===== config.mk =====
export PLATFORM = sky130hd
export DESIGN_NAME = seqgen
export DESIGN_NICKNAME = d
export VERILOG_FILES = /design/src/rtl/seqgen_pkg.sv /design/src/rtl/seqgen_shreg.sv /design/src/rtl/seqgen.sv
export SDC_FILE = /design/constraint.sdc
export NUM_CORES = 1
export LEC_CHECK = 0
export CAP_MARGIN = 20
export CORE_ASPECT_RATIO = 2
export CORE_UTILIZATION = 55
export CTS_CLUSTER_SIZE = 28
export DETAILED_ROUTE_END_ITERATION = 6
export DONT_BUFFER_PORTS = 1
export PLACE_DENSITY_LB_ADDON = 0.08
export SLEW_MARGIN = 20
export SYNTH_ARGS = -nofsm -noshare
export SYNTH_HDL_FRONTEND = slang
export SYNTH_SLANG_ARGS = --single-unit

===== constraint.sdc =====
create_clock -name clk -period 2.18 [get_ports clk]
set_input_delay 0.327 -clock clk [delete_from_list [all_inputs] [get_ports clk]]
set_output_delay 0.327 -clock clk [all_outputs]
set_load 0.05 [all_outputs]

===== src/rtl/seqgen_pkg.sv =====
// Shared constants and state encoding for the serial pattern transmitter.
package seqgen_pkg;

  localparam int unsigned STAT_W = 3;

  localparam logic [STAT_W-1:0] ST_IDLE  = 3'd0;
  localparam logic [STAT_W-1:0] ST_SHIFT = 3'd1;
  localparam logic [STAT_W-1:0] ST_GAP   = 3'd2;
  localparam logic [STAT_W-1:0] ST_DONE  = 3'd3;

  localparam int unsigned PAT_W_DEF   = 8;
  localparam int unsigned CNT_W_DEF   = 4;
  localparam int unsigned GAP_CYC_DEF = 2;

  typedef enum logic [STAT_W-1:0] {
    StIdle  = ST_IDLE,
    StShift = ST_SHIFT,
    StGap   = ST_GAP,
    StDone  = ST_DONE
  } state_e;

endpackage


===== src/rtl/seqgen_shreg.sv =====
// Loadable PISO shift register plus a held copy of the pattern for frame reloads.
// The working register is loaded already shifted by one: the MSB goes straight
// to the output register at load time, so msb always offers the *next* bit.
module seqgen_shreg #(
  parameter int unsigned PAT_W = 8
) (
  input  logic             clk,
  input  logic             rst,
  input  logic             load,
  input  logic             shift,
  input  logic             reload,
  input  logic [PAT_W-1:0] din,
  output logic             msb,
  output logic             head
);

  logic [PAT_W-1:0] sr;
  logic [PAT_W-1:0] copy;

  // Capture / reload / shift of the pattern bits.
  always_ff @(posedge clk or posedge rst) begin
    if (rst) begin
      sr   <= '0;
      copy <= '0;
    end else if (load) begin
      copy <= din;
      sr   <= din << 1;
    end else if (reload) begin
      sr <= copy << 1;
    end else if (shift) begin
      sr <= sr << 1;
    end
  end

  assign msb  = sr[PAT_W-1];
  assign head = copy[PAT_W-1];

endmodule


===== src/rtl/seqgen.sv =====
// Serial bit-pattern transmitter: sends a captured pattern MSB-first, repeated
// a programmed number of times with an optional idle gap between frames.
module seqgen
  import seqgen_pkg::*;
#(
  parameter int unsigned PAT_W   = PAT_W_DEF,
  parameter int unsigned CNT_W   = CNT_W_DEF,
  parameter int unsigned GAP_CYC = GAP_CYC_DEF
) (
  input  logic              clk,
  input  logic              rst,
  input  logic              start,
  input  logic [PAT_W-1:0]  pattern,
  input  logic [CNT_W-1:0]  repeat_n,
  output logic              out,
  output logic              valid,
  output logic              busy,
  output logic              done,
  output logic [STAT_W-1:0] statout
);

  localparam int unsigned BW = $clog2(PAT_W);
  localparam int unsigned GW = (GAP_CYC > 1) ? $clog2(GAP_CYC) : 1;
  localparam logic [BW-1:0] BIT_LAST = BW'(PAT_W - 1);
  localparam logic [GW-1:0] GAP_LAST = (GAP_CYC > 0) ? GW'(GAP_CYC - 1) : '0;

  state_e           state;
  logic [CNT_W-1:0] frame_cnt;
  logic [BW-1:0]    bit_cnt;
  logic [GW-1:0]    gap_cnt;

  logic sr_load, sr_shift, sr_reload, sr_msb, sr_head;
  logic last_frame;

  assign last_frame = (frame_cnt == CNT_W'(1));

  seqgen_shreg #(
    .PAT_W (PAT_W)
  ) u_shreg (
    .clk    (clk),
    .rst    (rst),
    .load   (sr_load),
    .shift  (sr_shift),
    .reload (sr_reload),
    .din    (pattern),
    .msb    (sr_msb),
    .head   (sr_head)
  );

  // Shift-register controls decoded from the current state.
  always_comb begin
    sr_load   = 1'b0;
    sr_shift  = 1'b0;
    sr_reload = 1'b0;
    case (state)
      StIdle:  sr_load = start && (repeat_n != '0);
      StShift: begin
        if (bit_cnt != BIT_LAST) begin
          sr_shift = 1'b1;
        end else if (!last_frame && (GAP_CYC == 0)) begin
          sr_reload = 1'b1;
        end
      end
      StGap:   sr_reload = (gap_cnt == GAP_LAST);
      default: ;
    endcase
  end

  // Main FSM with registered outputs and frame/bit/gap counters.
  always_ff @(posedge clk or posedge rst) begin
    if (rst) begin
      state     <= StIdle;
      out       <= 1'b0;
      valid     <= 1'b0;
      busy      <= 1'b0;
      done      <= 1'b0;
      frame_cnt <= '0;
      bit_cnt   <= '0;
      gap_cnt   <= '0;
    end else begin
      case (state)
        StIdle: begin
          done <= 1'b0;
          if (start) begin
            busy <= 1'b1;
            if (repeat_n != '0) begin
              state     <= StShift;
              frame_cnt <= repeat_n;
              bit_cnt   <= '0;
              out       <= pattern[PAT_W-1];
              valid     <= 1'b1;
            end else begin
              state <= StDone;
              done  <= 1'b1;
            end
          end
        end
        StShift: begin
          if (bit_cnt != BIT_LAST) begin
            bit_cnt <= bit_cnt + 1'b1;
            out     <= sr_msb;
          end else begin
            // LSB has been on the line for a cycle: this frame is complete.
            frame_cnt <= frame_cnt - 1'b1;
            bit_cnt   <= '0;
            if (last_frame) begin
              state <= StDone;
              out   <= 1'b0;
              valid <= 1'b0;
              done  <= 1'b1;
            end else if (GAP_CYC > 0) begin
              state   <= StGap;
              out     <= 1'b0;
              valid   <= 1'b0;
              gap_cnt <= '0;
            end else begin
              out <= sr_head;
            end
          end
        end
        StGap: begin
          if (gap_cnt == GAP_LAST) begin
            state   <= StShift;
            out     <= sr_head;
            valid   <= 1'b1;
            bit_cnt <= '0;
          end else begin
            gap_cnt <= gap_cnt + 1'b1;
          end
        end
        StDone: begin
          state <= StIdle;
          done  <= 1'b0;
          busy  <= 1'b0;
        end
        default: begin
          // Unused codes recover to IDLE.
          state <= StIdle;
          out   <= 1'b0;
          valid <= 1'b0;
          busy  <= 1'b0;
          done  <= 1'b0;
        end
      endcase
    end
  end

  assign statout = state;

endmodule


Word level (Yosys, flattened, before mapping)
Index checks and enable logic that the tools add are counted.
{"block": "word_totals", "ff_bits": 31, "latch_bits": 0, "ramBits": 0, "mem_bits_ro": 0, "input_bits": 15, "out_inout_bits": 7, "mem_count": 0}
{"block": "classes", "n_addsub": 3, "mul": 0, "div": 0, "order_cmp": 0, "n_eq_ne": 11, "shifts": 0, "muxes": 43, "n_bitwise": 3, "n_reduce_logical": 16}
{"op": "8-bit two-way mux", "count": 3}
{"op": "1-bit two-way mux", "count": 21}
{"op": "3-bit two-way mux", "count": 7}
{"op": "3-bit case mux with 3 select lines", "count": 2}
{"op": "4-bit two-way mux", "count": 3}
{"op": "2-bit inequality test (second input constant)", "count": 6}
{"op": "4-bit AND reduction", "count": 3}
{"op": "3-bit AND reduction", "count": 3}
{"op": "1-bit case mux with 4 select lines", "count": 2}
{"op": "4-bit case mux with 2 select lines", "count": 1}
{"op": "3-bit by 2-bit == test with 1-bit output (second input constant)", "count": 2}
{"op": "3-bit nonzero test", "count": 2}
{"op": "5-bit AND reduction", "count": 1}
{"op": "4-bit by 1-bit == test with 1-bit output (second input constant)", "count": 1}
{"op": "1-bit case mux with 2 select lines", "count": 2}
{"op": "2-bit nonzero test", "count": 2}
{"op": "4-bit nonzero test", "count": 1}
{"op": "4-bit by 1-bit subtractor with 4-bit output (second input constant)", "count": 1}
{"op": "3-bit by 1-bit adder with 3-bit output (second input constant)", "count": 1}
{"op": "3-bit by 1-bit == test with 1-bit output (second input constant)", "count": 1}
{"op": "3-bit logical NOT", "count": 1}
{"op": "3-bit inequality test (second input constant)", "count": 1}
{"op": "1-bit inverter", "count": 3}
{"op": "1-bit case mux with 3 select lines", "count": 1}
{"op": "other kinds (5)", "count": 5}

Depth between registers and ports, before layout
Gate-level depths: netlist (run 1).
{"block": "logic_depth", "word_depth": 6, "ltp_mapped": 8}

Modules after synthesis
From an unflattened synthesis (run 1), not the netlist that was laid out.
{"block": "hier_totals", "hier_cells": 166, "area_unflattened_um2": 1609.0}
{"module": "seqgen", "instances": 1, "cells_per_inst": 95, "area_per_inst_um2": 939.7, "seq_area_each_um2": 350.3}
{"module": "seqgen_shreg", "instances": 1, "cells_per_inst": 71, "area_per_inst_um2": 669.4, "seq_area_each_um2": 375.4}

Least setup slack after synthesis (run 1)
OpenSTA, ideal clock, no wires.
{"block": "synth_timing", "kind": "register to register", "start": "register state[0], in the netlist statout[0]", "end": "register valid", "t_arrival_ns": 1.936, "required_time_ns": 2.100, "path_slack_ns": 0.165, "stages_incl_launch_ff": 9, "synth_period_minus_slack_ns": 2.015, "path_cell_list": "dfrtp_1 inv_1 ha_1 buf_6 nor2b_1 a211o_1 buf_6 nor2_1 a2bb2oi_1"}
{"block": "synth_between", "elab_chain_cells": 3}
{"element": "start: declaration", "line_no": "seqgen.sv:27", "text": "state_e state;"}
{"element": "start signal: assignment", "line_no": "seqgen.sv:72", "text": "state <= StIdle;"}
{"element": "start signal: assignment", "line_no": "seqgen.sv:87", "text": "state <= StShift;"}
{"element": "start signal: assignment", "line_no": "seqgen.sv:93", "text": "state <= StDone;"}
{"element": "3-bit by 1-bit == test with 1-bit output (tied with other cells)", "line_no": "seqgen.sv:81", "text": "case (state)"}
{"element": "2-bit inequality test (no source line) or 1-bit inverter (tied branches)"}
{"element": "5-bit AND reduction (no source line)"}
{"element": "end signal: assignment", "line_no": "seqgen.sv:74", "text": "valid <= 1'b0;"}
{"element": "end signal: assignment", "line_no": "seqgen.sv:91", "text": "valid <= 1'b1;"}
{"element": "end signal: assignment", "line_no": "seqgen.sv:109", "text": "valid <= 1'b0;"}
{"element": "end: declaration", "line_no": "seqgen.sv:16", "text": "output logic valid,"}
Several ways; a longest one is shown, not always the timed one.
A chain may end at the register's enable or synchronous reset.

Final worst setup path (run 1)
{"block": "layout_timing", "start": "register state[1], in the netlist statout[1]", "end": "register state[0], in the netlist statout[0]"}
{"block": "layout_between", "elab_chain_cells": 3}
{"element": "3-bit by 1-bit == test with 1-bit output (tied with other cells)", "line_no": "seqgen.sv:81"}
{"element": "2-bit inequality test (no source line)"}
{"element": "3-bit AND reduction (no source line)"}
Several ways; a longest one is shown, not always the timed one.

==> qor.txt, run 1 <==
Endpoints failing setup = 0
Setup Crit Path Kind = flip-flop to flip-flop
Post-synthesis xor/xnor area fraction = 0
Layout Cells excl Fill = 211
Gr usage total = 0.2475
Antenna viol nets, final = 0
Clk pwr share = 0.368
CTS Hold Buffers Added = 0
Reg2reg start = statout[1]
Commonest non-fill, non-tap cell in the layout = nand2_1
CP endpoint kind = flip-flop
Rows = 27
Sw Ratio = 0.2535
Status = finished clean
Worst-margin pin slew = 0.5364 ns
Hpwl dp = 2.488 mm
Setup TNS = 0 ns
Post-synth net total = 203
Sequential power share = 0.551
Skew final = 0.004413 ns
Logic pwr share = 0.080
WP data arrival = 2.08 ns
Fraction of layout cells with a size suffix above 1 = 0.1648
Routed wire per std cell = 15.79 um
CTS clk-pin slew, worst paths = 0.06 ns
Post-Place Cells = 204
Vias in the first global route = 1277
Die footprint = 3192 um2
Async SR Flop Fraction = 1.000
Sequential share of the synthesized area = 0.4462
DR iter-0 viols = 21
Setup WS pre-CTS = 0.2860 ns
First-pass GRT wire length = 5.354 mm
Fin. max-slew vios = 0
Clk sinks = 29
Share of the synthesized area in the top cell type = 0.4462
CTS tree = built
Mean Syn Cell Area = 9.087 um2
Final period utilization = 0.8792
Synth warnings = 0
Setup slack, reg-to-reg = 0.26 ns
Port-buffer cells = 0
Reg2reg path depth = 5
Fin. Hold Viols = 0
Largest family of logic cells by synthesized area = simple AND/OR/NAND/NOR gates
Post-Syn Area = 1627 um2
MaxCap Viol Count = 0
CTS resizes = 0
Switching power = 301.3 uW
Total gr overflow = 0
Root buffer cell = clkbuf_8
Unrepaired setup endpoints after global routing = false
Area leader, netlist = dfrtp_1
Core ar. = 2770 um2
Crit-path max FO = 9
Worst slew margin = 0.6391
CTS max path bufs = 2
Initial Util = 0.5872
Synth cell types = 41
Multiplexer area fraction after synthesis = 0.01923
Max VDD drop = 0.0004501 V
Initial antenna violation count = 0
Fmax achieved = 0.5217 GHz
NumNets Final = 206
Io pins = 22
EDFF count, synth = 0
Final Critical Period = 1.917 ns
TritonCTS Buffers = 5
Fillers = 245
Clk Latency, worst-skew pair = 0.28 ns
Post-Synth Simple-Gate Area = 0.2092
FF-to-FF End = statout[0]
Commonest non-fill, non-tap cells in the layout = nand2_1 (46), dfrtp_1 (29), nor2_1 (13)
Power per cell area = 689.3 nW/um2
First-pass iteration count of the detailed router = 4
Setup WS post-layout = 0.2633 ns
Top post-synthesis cells by area = dfrtp_1 (45%), nand2_1 (11%), ha_1 (6.9%)
Vias/cell = 5.886
Synth Area in Compound Gates = 0.1854
Gpl congestion = 0.7659
Vert. Die Dim = 78.91 um
Worst EP required = 2.34 ns
Synthesized-area fraction occupied by adder cells = 0.06923
Setup bufs post-CTS = 0
Ant diodes = 0
Top_reg_cell synth = dfrtp_1
Leak = 0.0008193 uW
Remaining DRCs = 0
Largest net degree at the start of global routing = 30
Int Pwr = 887.2 uW
Worst hold path type = primary input to async pin
Cells after Synth = 179
Die W = 40.46 um
Layout area overhead = 6.000%
Total power = 1189 uW
CTS H-tree depth = 2
CP Launch Type = flip-flop
DRT Wirelength = 3.332 mm
Post-synthesis register bit count = 29
Via count = 1242
-- sequential cells by signal (all words and copies together), names as in the netlist --
name	flops
bit_cnt	3
busy	1
done	1
frame_cnt	4
gap_cnt	1
out	1
statout	2
u_shreg.copy	8
u_shreg.sr	7
valid	1
-- how the worst max path moves through the flow --
stage | from | end | slack (ns) | depth (start not counted)
final | statout[1] | statout[0] | 0.26 | 5
after global routing | statout[1] | statout[0] | 0.15 | 5
after CTS | statout[1] | statout[0] | 0.27 | 5
after detailed placement | statout[1] | statout[0] | 0.29 | 5
after global placement | statout[0] | statout[0] | 0.40 | 6
after floorplan | statout[0] | valid | 0.16 | 8
-- power groups by stage --
stage	Clock, uW	Sequential, uW	Combinational [uW]
6_report	438	655	95.6
5_1_grt	469	664	113
4_1_cts	453	655	98.3
3_5_place_dp	0	665	97.1
3_3_place_gp	0	662	92.9
2_1_floorplan	0	654	80.3
-- cell families after synthesis --
group | count (synthesis)
AND/OR/NAND/NOR | 77
other | 1
AO/OA/AOI/OAI | 40
adder cells (fa/ha/maj) | 9
buffers and inverters | 20
multiplexers | 3
flip-flops | 29
-- synth_stat cells (2+ instances only) --
library cell and n:
nand2_1 46, dfrtp_1 29, nor2_1 13, ha_1 9, inv_1 9, o21ai_0 7
a31o_2 6, o21ai_2 6, a21oi_1 5, buf_2 5, buf_6 3, nor2b_1 3
a31oi_1 2, and3_1 2, buf_4 2, mux2i_1 2, nand2b_1 2, nand3_1 2
nand3b_1 2, nor4_1 2, o31ai_1 2
-- per-layer routing --
layer / global-route usage / share of wire
met4: 0.1567 / 0.050
met5: 0 / 0
met2: 0.4302 / 0.55
met3: 0.05866 / 0.031
met1: 0.2298 / 0.37
-- critical path: stages, from the launching register on --
cell	delay [ns]
dfrtp_1	0.42
inv_1	0.14
ha_1	0.35
inv_1	0.14
o21ai_0	0.36
mux2_2	0.39
-- cell type report --
class                      count  area [um2]  share of cell area
clock buffer                   7       86.33             0.05007
inverter                       9       33.78             0.01959
multi-input combinational    130       789.5              0.4579
sequential                    29       725.7              0.4209
tap                           29       36.28             0.02105
timing repair buffer           7       52.55             0.03048
-- stage by stage --
stage	hold slack (ns)	instance area, um2	util
floorplan	0.4051	1627	-
global placement	0.3046	1638	0.5912
detailed placement	0.3172	1638	0.5912
CTS	0.01930	1724	0.6224
global route	0.05602	1724	0.6224
finish	0.005187	1724	0.6224
(Power assumes the default switching activity.)
==> run 2: changes to the inputs <==
REMOVE_ABC_BUFFERS = 1   (was not set)
==> qor.txt, run 2 (synthesized netlist as in run 1, its figures left out) <==
Status = finished clean
Final Critical Period = 1.913 ns (-0.003488 ns)
Fin. Hold Viols = 0 (unchanged)
Worst-margin pin slew = 0.5011 ns (-0.03525 ns)
Endpoints failing setup = 0 (unchanged)
Sequential power share = 0.552 (about the same)
Commonest non-fill, non-tap cell in the layout = nand2_1
Initial Util = 0.5872 (unchanged)
CP endpoint kind = flip-flop
Final period utilization = 0.8776 (-0.001600)
Ant diodes = 0 (unchanged)
Worst EP required = 2.35 ns (about the same)
Leak = 0.0008193 uW (unchanged)
CP Launch Type = flip-flop
Antenna viol nets, final = 0 (unchanged)
Gr usage total = 0.2436 (-0.003888)
Int Pwr = 887.0 uW (about the same)
Unrepaired setup endpoints after global routing = false
Vias/cell = 5.820 (-1.1%)
MaxCap Viol Count = 0 (unchanged)
Total power = 1186 uW (-0.21%)
CTS tree = built
CTS resizes = 0 (unchanged)
Fillers = 267 (+9.0%)
Gpl congestion = 0.7300 (-4.7%)
Via count = 1228 (-1.1%)
Layout Cells excl Fill = 211 (unchanged)
Root buffer cell = clkbuf_8
Switching power = 299.0 uW (-0.75%)
First-pass GRT wire length = 5.319 mm (-0.65%)
CTS Hold Buffers Added = 0 (unchanged)
Skew final = 0.005001 ns (+0.0005883 ns)
Clk pwr share = 0.368 (about the same)
Commonest non-fill, non-tap cells in the layout = nand2_1 (46), dfrtp_1 (29), nor2_1 (13)
Initial antenna violation count = 0 (unchanged)
Largest net degree at the start of global routing = 30 (unchanged)
Hpwl dp = 2.474 mm (-0.55%)
Setup bufs post-CTS = 0 (unchanged)
Worst hold path type = primary input to async pin
Clk Latency, worst-skew pair = 0.28 ns (about the same)
Power per cell area = 687.9 nW/um2 (-0.21%)
Port-buffer cells = 0 (unchanged)
Vert. Die Dim = 78.91 um (unchanged)
Remaining DRCs = 0 (unchanged)
Top reg by flops = u_shreg.copy
Io pins = 22 (unchanged)
WP data arrival = 2.08 ns (about the same)
Max VDD drop = 0.0006223 V (+38%)
NumNets Final = 206 (unchanged)
CTS H-tree depth = 2 (unchanged)
Core ar. = 2770 um2 (unchanged)
CTS clk-pin slew, worst paths = 0.06 ns (about the same)
Total gr overflow = 0 (unchanged)
Fraction of layout cells with a size suffix above 1 = 0.1648 (unchanged)
CTS max path bufs = 2 (unchanged)
Die W = 40.46 um (unchanged)
DR iter-0 viols = 33 (+57%)
DRT Wirelength = 3.272 mm (-1.8%)
Rows = 27 (unchanged)
Setup Crit Path Kind = flip-flop to flip-flop
Crit-path max FO = 10 (+1)
Logic pwr share = 0.081 (about the same)
Max reg flops = 8 (unchanged)
Post-Place Cells = 204 (unchanged)
Fin. max-slew vios = 0 (unchanged)
Vias in the first global route = 1288 (+0.86%)
First-pass iteration count of the detailed router = 4 (unchanged)
Routed wire per std cell = 15.51 um (-1.8%)
TritonCTS Buffers = 5 (unchanged)
Worst slew margin = 0.6652 (+0.02608)
Largest regs = u_shreg.copy (8), u_shreg.sr (7), frame_cnt (4)
Sw Ratio = 0.2521 (-0.001371)
Clk sinks = 29 (unchanged)
Fmax achieved = 0.5227 GHz (+0.18%)
Layout area overhead = 6.000% (unchanged)
Die footprint = 3192 um2 (unchanged)
run 2: worst paths after layout:
kind                       slack, ns       startpoint         endpoint  cells after the start
setup / recovery                0.27       statout[1]       statout[0]                      7
max in group asynchronous       1.90              rst    u_shreg.sr[3]                      2
hold / removal                 0.004              rst       bit_cnt[0]                      2
hold reg to reg                 0.47  u_shreg.copy[4]  u_shreg.copy[4]                      2
min in group clk                0.16       pattern[7]  u_shreg.copy[7]                      2
setup reg to reg                0.27       statout[1]       statout[0]                      7
run 2: final cells by class:
| class | instances | area (um2) | area share |
|---|---|---|---|
| repair buffers | 7 | 52.55 | 0.03048 |
| multi-input cells | 130 | 789.5 | 0.4579 |
| clock buffers | 7 | 86.33 | 0.05007 |
| flip-flops and latches | 29 | 725.7 | 0.4209 |
| well taps | 29 | 36.28 | 0.02105 |
| inverters | 9 | 33.78 | 0.01959 |
run 2: critical path: stages, from the launching register on:
cell and delay (ns):
dfrtp_1 0.42, inv_1 0.15, ha_1 0.20, buf_4 0.17
nor2b_1 0.24, nor2_1 0.08, o21ai_0 0.15, mux2_2 0.38
run 2: routing by layer:
layer	vias up	GRT usage	part of all wire
met5	-	0	0
met4	0	0.09667	0.017
met3	6	0.05587	0.036
met2	22	0.4460	0.57
met1	585	0.2331	0.37
li1	615	-	-
run 2: per-stage QoR:
stage	TNS [ns]	cell area, um2	hold WS (ns)	utilization	setup slack [ns]
3_3_place_gp	0	1638	0.3075	0.5912	0.4322
6_report	0	1724	0.003998	0.6224	0.2668
4_1_cts	0	1724	0.01865	0.6224	0.2733
5_1_grt	0	1724	0.05163	0.6224	0.09313
2_1_floorplan	-0.7457	1549	0.4051	-	-0.1949
3_5_place_dp	0	1638	0.3165	0.5912	0.2805
run 2: power by group through the flow:
stage | combinational [uW] | sequential, uW | clock, uW
final | 95.5 | 654 | 436
after global placement | 93.7 | 661 | 0
after detailed placement | 96.4 | 663 | 0
after floorplan | 78.5 | 654 | 0
after CTS | 97.5 | 654 | 447
after global routing | 115 | 660 | 460
==> run 3: changes to the inputs <==
SYNTH_HIERARCHICAL = 1   (was not set)
==> qor.txt, run 3 <==
Largest family of logic cells by synthesized area = compound AO/OA/AOI/OAI gates
Gr usage total = 0.2317 (-0.01184)
Min Hold Slack = 0.1955 ns (+0.1915 ns)
Post-Syn Area = 1609 um2 (-1.1%)
CTS tree = built
Setup WS post-layout = 0.1428 ns (-0.1241 ns)
Cells after Synth = 166 (-7.3%)
Commonest non-fill, non-tap cells in the layout = dfrtp_1 (29), nor2_1 (16), inv_1 (16)
Final period utilization = 0.9345 (+0.05691)
Sw Ratio = 0.4370 (+0.1849)
WP data arrival = 2.23 ns (+0.15 ns)
Synth warnings = 6 (+6)
Power per cell area = 1637 nW/um2 (+140%)
CP Launch Type = flip-flop
Max reg flops = 8 (unchanged)
Skew final = 0.006557 ns (+0.001556 ns)
Mean Syn Cell Area = 9.693 um2 (+6.7%)
Post-Synth Simple-Gate Area = 0.1835 (-0.02572)
Vert. Die Dim = 78.49 um (-0.53%)
Worst EP required = 2.38 ns (+0.03 ns)
Setup WS pre-CTS = 0.1524 ns (-0.1281 ns)
M1 wire length = 1.201 mm (-2.0%)
Leak = 0.0007660 uW (-6.5%)
Logic pwr share = 0.471 (+0.390)
Worst slew margin = 0.6269 (-0.03833)
Core ar. = 2770 um2 (unchanged)
Fmax achieved = 0.4909 GHz (-6.1%)
Top reg by flops = u_shreg/copy
Async SR Flop Fraction = 1.000 (unchanged)
Rows = 27 (unchanged)
Top_reg_cell synth = dfrtp_1
Clk pwr share = 0.149 (-0.219)
First-pass GRT wire length = 5.112 mm (-3.9%)
Largest regs = u_shreg/copy (8), u_shreg/sr (7), frame_cnt (4)
Initial Util = 0.5808 (-0.006323)
NumNets Final = 195 (-5.3%)
Gpl congestion = 0.7259 (-0.56%)
Root buffer cell = clkbuf_8
Unrepaired setup endpoints after global routing = false
Vias in the first global route = 1220 (-5.3%)
Int Pwr = 1587 uW (+79%)
Final Critical Period = 2.037 ns (+0.1241 ns)
Fraction of layout cells with a size suffix above 1 = 0.1214 (-0.04345)
Fin. max-slew vios = 0 (unchanged)
CTS max path bufs = 2 (unchanged)
Worst hold path type = primary input to flip-flop
DR iter-0 viols = 24 (-27%)
TritonCTS Buffers = 5 (unchanged)
Sequential power share = 0.380 (-0.172)
Die footprint = 3159 um2 (-1.0%)
Clk sinks = 29 (unchanged)
Setup bufs post-CTS = 0 (unchanged)
EDFF count, synth = 0 (unchanged)
Synth cell types = 42 (+2.4%)
Setup Crit Path Kind = flip-flop to flip-flop
Synthesized-area fraction occupied by adder cells = 0.06221 (-0.007022)
Initial antenna violation count = 0 (unchanged)
Via count = 1204 (-2.0%)
Remaining DRCs = 0 (unchanged)
Switching power = 1232 uW (+310%)
Multiplexer area fraction after synthesis = 0.01322 (-0.006011)
Top post-synthesis cells by area = dfrtp_1 (45%), ha_1 (6.2%), a21oi_1 (4.7%)
CTS clk-pin slew, worst paths = 0.06 ns (about the same)
Routed wire per std cell = 15.45 um (-0.37%)
CP endpoint kind = flip-flop
Layout area overhead = 6.998%
Port-buffer cells = 0 (unchanged)
Clk Latency, worst-skew pair = 0.28 ns (about the same)
Area leader, netlist = dfrtp_1
Endpoints failing setup = 0 (unchanged)
Antenna viol nets, final = 0 (unchanged)
Hpwl dp = 2.359 mm (-4.7%)
Crit-path max FO = 9 (-1)
Io pins = 22 (unchanged)
Routed wl met3 = 85 um (-28%)
Share of the synthesized area in the top cell type = 0.4510 (+0.004857)
Worst-margin pin slew = 0.5591 ns (+0.05796 ns)
Commonest non-fill, non-tap cell in the layout = dfrtp_1
Synth Area in Compound Gates = 0.2045 (+0.01913)
Total gr overflow = 0 (unchanged)
Vias/cell = 5.960 (+2.4%)
Max VDD drop = 0.001024 V (+65%)
MaxCap Viol Count = 0 (unchanged)
Fin. Hold Viols = 0 (unchanged)
DRT Wirelength = 3.121 mm (-4.6%)
Post-synthesis register bit count = 29 (unchanged)
WL met2 = 1.754 mm (-6.2%)
Most numerous cell in the Yosys netlist = dfrtp_1
Uppermost layer routed = met4
CTS H-tree depth = 2 (unchanged)
Status = finished clean
First-pass iteration count of the detailed router = 4 (unchanged)
Post-synth top cells = dfrtp_1 (29), inv_1 (16), nor2_1 (16)
Sequential share of the synthesized area = 0.4510 (+0.004857)
Ant diodes = 0 (unchanged)
Post-synthesis xor/xnor area fraction = 0 (unchanged)
Largest net degree at the start of global routing = 23 (-23%)
Die W = 40.25 um (-0.52%)
-- run 3: cell types whose count changed after synthesis, sizes merged, moves of 3 or more --
cell    delta
nand2     -32
a21oi     +10
a31o       -6
buf        -4
nand3      +3
clkbuf     +3
inv        +7
nor2       +4
a221o      +6
-- run 3: kinds of logic after synthesis --
family                     after synthesis
muxes                                    2
adders and majority gates                8
DFF                                     29
and+or+nand+nor                         55
other                                    1
buffers and inverters                   26
AOI/OAI and AO/OA                       45
-- run 3: power by group through the flow --
| stage | registers, uW | logic (uW) | clock network [uW] |
|---|---|---|---|
| after CTS | 1070 | 1340 | 432 |
| final | 1070 | 1330 | 419 |
| after floorplan | 1100 | 965 | 0 |
| after detailed placement | 1080 | 1330 | 0 |
| after global placement | 1070 | 1280 | 0 |
| after global routing | 1100 | 1490 | 453 |
-- run 3: path summary, 6_finish.rpt --
kind,from,slack (ns),cells after the start,end
setup / recovery,statout[0],0.14,7,frame_cnt[0]
hold / removal,pattern[2],0.20,2,u_shreg/copy[2]
setup reg to reg,statout[0],0.14,7,frame_cnt[0]
hold reg to reg,bit_cnt[0],0.49,1,bit_cnt[0]
max in group asynchronous,rst,1.25,2,bit_cnt[1]
min in group asynchronous,rst,0.56,2,u_shreg/copy[2]
-- run 3: final cells by class --
cell class | count | area, um2
Fill cell | 258 | 1049
Multi-Input combinational cell | 111 | 749.5
Sequential cell | 29 | 725.7
Clock buffer | 8 | 80.08
Timing Repair Buffer | 9 | 70.07
Inverter | 16 | 60.06
Tap cell | 29 | 36.28
-- run 3: per-stage QoR --
step           utilization  power [uW]  setup TNS, ns  instance area (um2)  cells
5_1_grt             0.6215        3048              0                 1722    202
2_1_floorplan            -        2067         -2.180                 1535    156
6_report            0.6215        2818              0                 1722    202
3_5_place_dp        0.5890        2411              0                 1632    193
3_3_place_gp        0.5890        2346              0                 1632    193
4_1_cts             0.6215        2847              0                 1722    202
-- run 3: what timing repair did --
item / CTS / global route
gates resized for setup: 0 / 0
hold buffers: 1 / 0
endpoints found under the hold margin: 26 / 0
-- run 3: critical path, stage by stage (launching register included) --
cell and delay (ns):
dfrtp_1 0.45, inv_1 0.13, ha_1 0.25, buf_4 0.19, nor2_1 0.08, a2111oi_4 0.56
nand3b_1 0.16, o211ai_1 0.12
-- run 3: routing by layer --
layer | track usage | vias to the layer above
li1 | - | 584
met1 | 0.2306 | 595
met2 | 0.4145 | 18
met3 | 0.04520 | 7
met4 | 0.1100 | 0
met5 | 0 | -
==> RTL change 1 (config.mk and constraints of run 2) <==
`PAT_W_DEF`: 8 -> 16.
--- a/src/rtl/seqgen_pkg.sv
+++ b/src/rtl/seqgen_pkg.sv
@@ -10,3 +10,3 @@
 
-  localparam int unsigned PAT_W_DEF   = 8;
+  localparam int unsigned PAT_W_DEF   = 16;
   localparam int unsigned CNT_W_DEF   = 4;
Interface: changed (resized pattern); port bits go from 22 to 30. No check against the original RTL was run, so the function may have changed too.
==> RTL change 1 against run 2 <==
Sequential cell count is 17 higher; area after synthesis rose by 45%; design area grew 47%; worst setup slack better by 0.038 ns; routed wire length up 59%; power increased to 3.4 times the old value; synthesized cell count grew 42%; critical path depth unchanged; critical endpoint is now bit_cnt[3].
==> RTL change 1: results (changes against run 2) <==
Yosys
  • Seq/Total Area, Yosys: 0.489 (+0.0432)
  • Post-synthesis cell count: 254 (+42%)
  • Post-synth top cells: nand2_1 (54), dfrtp_1 (46), o21ai_0 (23)
  • Synth area leaders: dfrtp_1 (49%), nand2_1 (8.6%), a211oi_1 (5.1%), o21ai_0 (4.9%), and3_1 (4.8%)
  • Netlist cell types: 37 (-9.8%)

Routing
  • Average wire per standard cell: 16.5 microns (+6.3%)
  • Wire length after detailed routing: 5190 microns (+59%)
  • Metal3 WL: 174 microns (+47%)
  • Wl on met1: 2070 microns (+69%)
  • Initial DRC count: 53 (+61%)
  • Met2 WL: 2840 microns (+52%)
  • Vias: 1897 (+54%)

Critical path
  • Arrival @ worst endpoint: 2.10 ns (+0.02 ns)
  • Delay-heaviest family, CP: compound AO/OA/AOI/OAI gates
  • Critical path's largest stage delay: 0.46 ns (+0.04 ns)
  • Crit Path Max Fanout: 7 (-3)
  • Crit path launch: statout[0]
  • R2r setup slk: 0.31 ns (+0.04 ns)
  • Worst setup endpoint: bit_cnt[3]

Layout
  • Register area: 1150 sq um (+59%)
  • Layout cells sized above 1: 0.114 (-0.0508)
  • Fill count: 351 (+31%)
  • Nets@finish: 293 (+42%)
  • Largest regs: u_shreg.copy: 16 flops, u_shreg.sr: 15 flops

Placement
  • Placed cell areas: 2460 sq um (+50%)
  • Pre-CTS setup slack: 0.168 ns (-0.113 ns)
  • Port Buffers: 0 (unchanged)
  • Placed cell count: 308 (+51%)
  • DP HPWL: 3650 microns (+47%)
  • GPL Wtd Cong: 0.731 (+0.16%)

Global routing
  • Largest net degree at the start of global routing: 47 (+57%)
  • GR Util met1: 0.307 (+0.0741)
  • Grt met3 use: 0.0574 (+0.00150)
  • Met2 Use GR: 0.430 (-0.0160)
  • First-pass GRT wire length: 8500 microns (+60%)

Power and ir drop
  • Maximum VDD drop: 1.21 mV (+94%)
  • PwrDens: 1570 nW/um^2 (+130%)
  • Leakage power: 0.00120 uW (+47%)
  • Seq group: 1620 uW (+150%)
  • Sw Pwr: 1750 uW (+480%)

Clock tree
  • Clock Path Buffers: 2 (unchanged)
  • Clock slew seen by the registers of the worst setup and hold paths: 0.09 ns (+0.03 ns)

Timing
  • Hold slack: 0.0450 ns (+0.0410 ns)
  • Fin Clk Skew: 0.00745 ns (+0.00244 ns)
  • Final min period: 1.87 ns (-0.0383 ns)
  • Slew margin rel.: 0.564 (-0.101)

Run status
  • Status: completed
RTL change 1: cell count changes in the layout (fill, tap and decap cells not counted), moves of 6 or more:
cell / run 2 / this run
o21ai_1: 1 / 15
a211oi_1: 1 / 16
buf_4: 7 / 16
o21ai_0: 7 / 23
o21ai_2: 6 / 0
a31o_2: 6 / 0
nand2_1: 46 / 54
dfrtp_1: 29 / 46
and3_1: 2 / 18
RTL change 1: layout make-up:
type	count	area share
multi-input combinational	187	0.433
timing repair buffer	16	0.0473
inverter	7	0.0104
clock buffer	7	0.0301
tap	52	0.0256
sequential	46	0.454
RTL change 1: cell families (layout without fill, tap and decap cells):
logic type / count (synthesis) / count (layout) / synth area share
AND/OR/NAND/NOR: 97 / 97 / 0.196
AO/OA/AOI/OAI: 77 / 77 / 0.209
flip-flops: 46 / 46 / 0.489
buffers and inverters: 21 / 30 / 0.0452
adder cells (fa/ha/maj): 7 / 7 / 0.0372
multiplexers: 4 / 4 / 0.0181
other: 1 / 1 / 0.00159
XOR/XNOR: 1 / 1 / 0.00372
==> RTL change 2 (config.mk and constraints of run 2) <==
Without the edit above. Reset style: synchronous (`rst`), changed in 2 clocked blocks.
--- a/src/rtl/seqgen_shreg.sv
+++ b/src/rtl/seqgen_shreg.sv
@@ -20,3 +20,3 @@
   // Capture / reload / shift of the pattern bits.
-  always_ff @(posedge clk or posedge rst) begin
+  always_ff @(posedge clk) begin
     if (rst) begin
--- a/src/rtl/seqgen.sv
+++ b/src/rtl/seqgen.sv
@@ -69,3 +69,3 @@
   // Main FSM with registered outputs and frame/bit/gap counters.
-  always_ff @(posedge clk or posedge rst) begin
+  always_ff @(posedge clk) begin
     if (rst) begin
Behaviour: differs if rst is asserted again (counterexample within 4 cycles, from zero or initial values and one cycle with rst high); with rst held inactive, the same outputs for 10 cycles.
==> RTL change 2 against run 2 <==
Routed wire length is 15% higher; sequential cell count stayed put; design area is 1.6% lower; worst setup slack better by 0.057 ns; synthesized cell count is 5.0% higher; hold slack better by 0.11 ns; first-iteration DRC count is 61% higher; die area is 4.4% lower; non-clock buffer count is 3 higher; area after synthesis is 4.6% lower.
Power is not compared: it rests on default switching activity, and its combinational part moved more than twofold at a synthesized area within 25%.
==> RTL change 2: results (changes against run 2) <==
Run status
  • Status: completed

Critical path
  • Delay-heaviest family, CP: compound AO/OA/AOI/OAI gates
  • Slowest CP cell: or4_1
  • Crit Path Max Fanout: 7 (-3)
  • Critical path's largest stage delay: 0.49 ns (+0.07 ns)

Timing
  • Hold slack: 0.109 ns (+0.105 ns)
  • Slew margin rel.: 0.653 (-0.0123)
  • Worst setup margin: 0.324 ns (+0.0568 ns)
  • Fin Clk Skew: 0.00835 ns (+0.00335 ns)

Placement
  • DP HPWL: 2750 microns (+11%)
  • Pre-CTS setup slack: 0.362 ns (+0.0813 ns)
  • Placed cell areas: 1610 sq um (-1.7%)
  • GPL Wtd Cong: 0.768 (+5.2%)

Routing
  • DR vias/cell: 6.36 (+9.3%)
  • Average wire per standard cell: 16.8 microns (+8.4%)
  • Initial DRC count: 53 (+61%)

Layout
  • Multi-input logic area: 882 sq um (+12%)
  • Buffering overhead: 0.0442 (+0.0138)
  • Layout cells sized above 1: 0.103 (-0.0623)
  • Inverters: 10 (+1)
  • Finished Layout Cells: 223 (+5.7%)
  • Clk tree area frac: 0.0509 (+0.000812)
  • #MultiIn Comb: 139 (+6.9%)
  • Register area: 581 sq um (-20%)
  • Sequential share of cell area: 0.342 (-0.0787)
  • Fill count: 225 (-16%)

Yosys
  • Seq/Total Area, Yosys: 0.374 (-0.0720)
  • Post-synthesis cell count: 188 (+5.0%)
  • Synth area leaders: dfxtp_1 (37%), ha_1 (7.3%), a21oi_1 (6.5%), nand2_1 (5.8%), a211oi_1 (4.4%)
  • Post-synth top cells: dfxtp_1 (29), nand2_1 (24), a21oi_1 (20)
  • Netlist cell types: 43 (+4.9%)
  • Asr flop ratio synth: 0 (-1.00)

Power and ir drop
  • Maximum VDD drop: 0.873 mV

Hold path
  • Worst hold path type: in2reg

Global routing
  • Largest net degree at the start of global routing: 32 (+6.7%)
  • First-pass GRT wire length: 5930 microns (+11%)
  • Total GRT Usage: 0.272 (+0.0280)
  • Vias in the first global route: 1336 (+3.7%)
-- RTL change 2: worst paths after layout --
path,startpoint,endpoint,cells past startpoint
worst max-delay path,statout[0],out,5
worst min-delay path,rst,bit_cnt[0],1
worst max register to register,statout[0],out,5
worst min register to register,u_shreg.copy[4],u_shreg.copy[4],2
-- RTL change 2: per-layer routing --
layer,vias up,track usage,part of all wire
met4,0,0.0966,0.019
met2,35,0.485,0.55
met1,671,0.272,0.38
li1,705,-,-
met3,7,0.0751,0.045
met5,-,0,0
-- RTL change 2: logic make-up after synthesis --
family | after synthesis | synth area share
AND/OR/NAND/NOR | 68 | 0.230
AO/OA/AOI/OAI | 59 | 0.251
flip-flops | 29 | 0.374
buffers and inverters | 20 | 0.0573
adder cells (fa/ha/maj) | 9 | 0.0726
multiplexers | 2 | 0.0129
other | 1 | 0.00242
-- RTL change 2: power by group --
part / switching [uW] / internal, uW / total (uW)
combinational: 553 / 384 / 936
sequential: 209 / 682 / 891
clock: 205 / 250 / 455
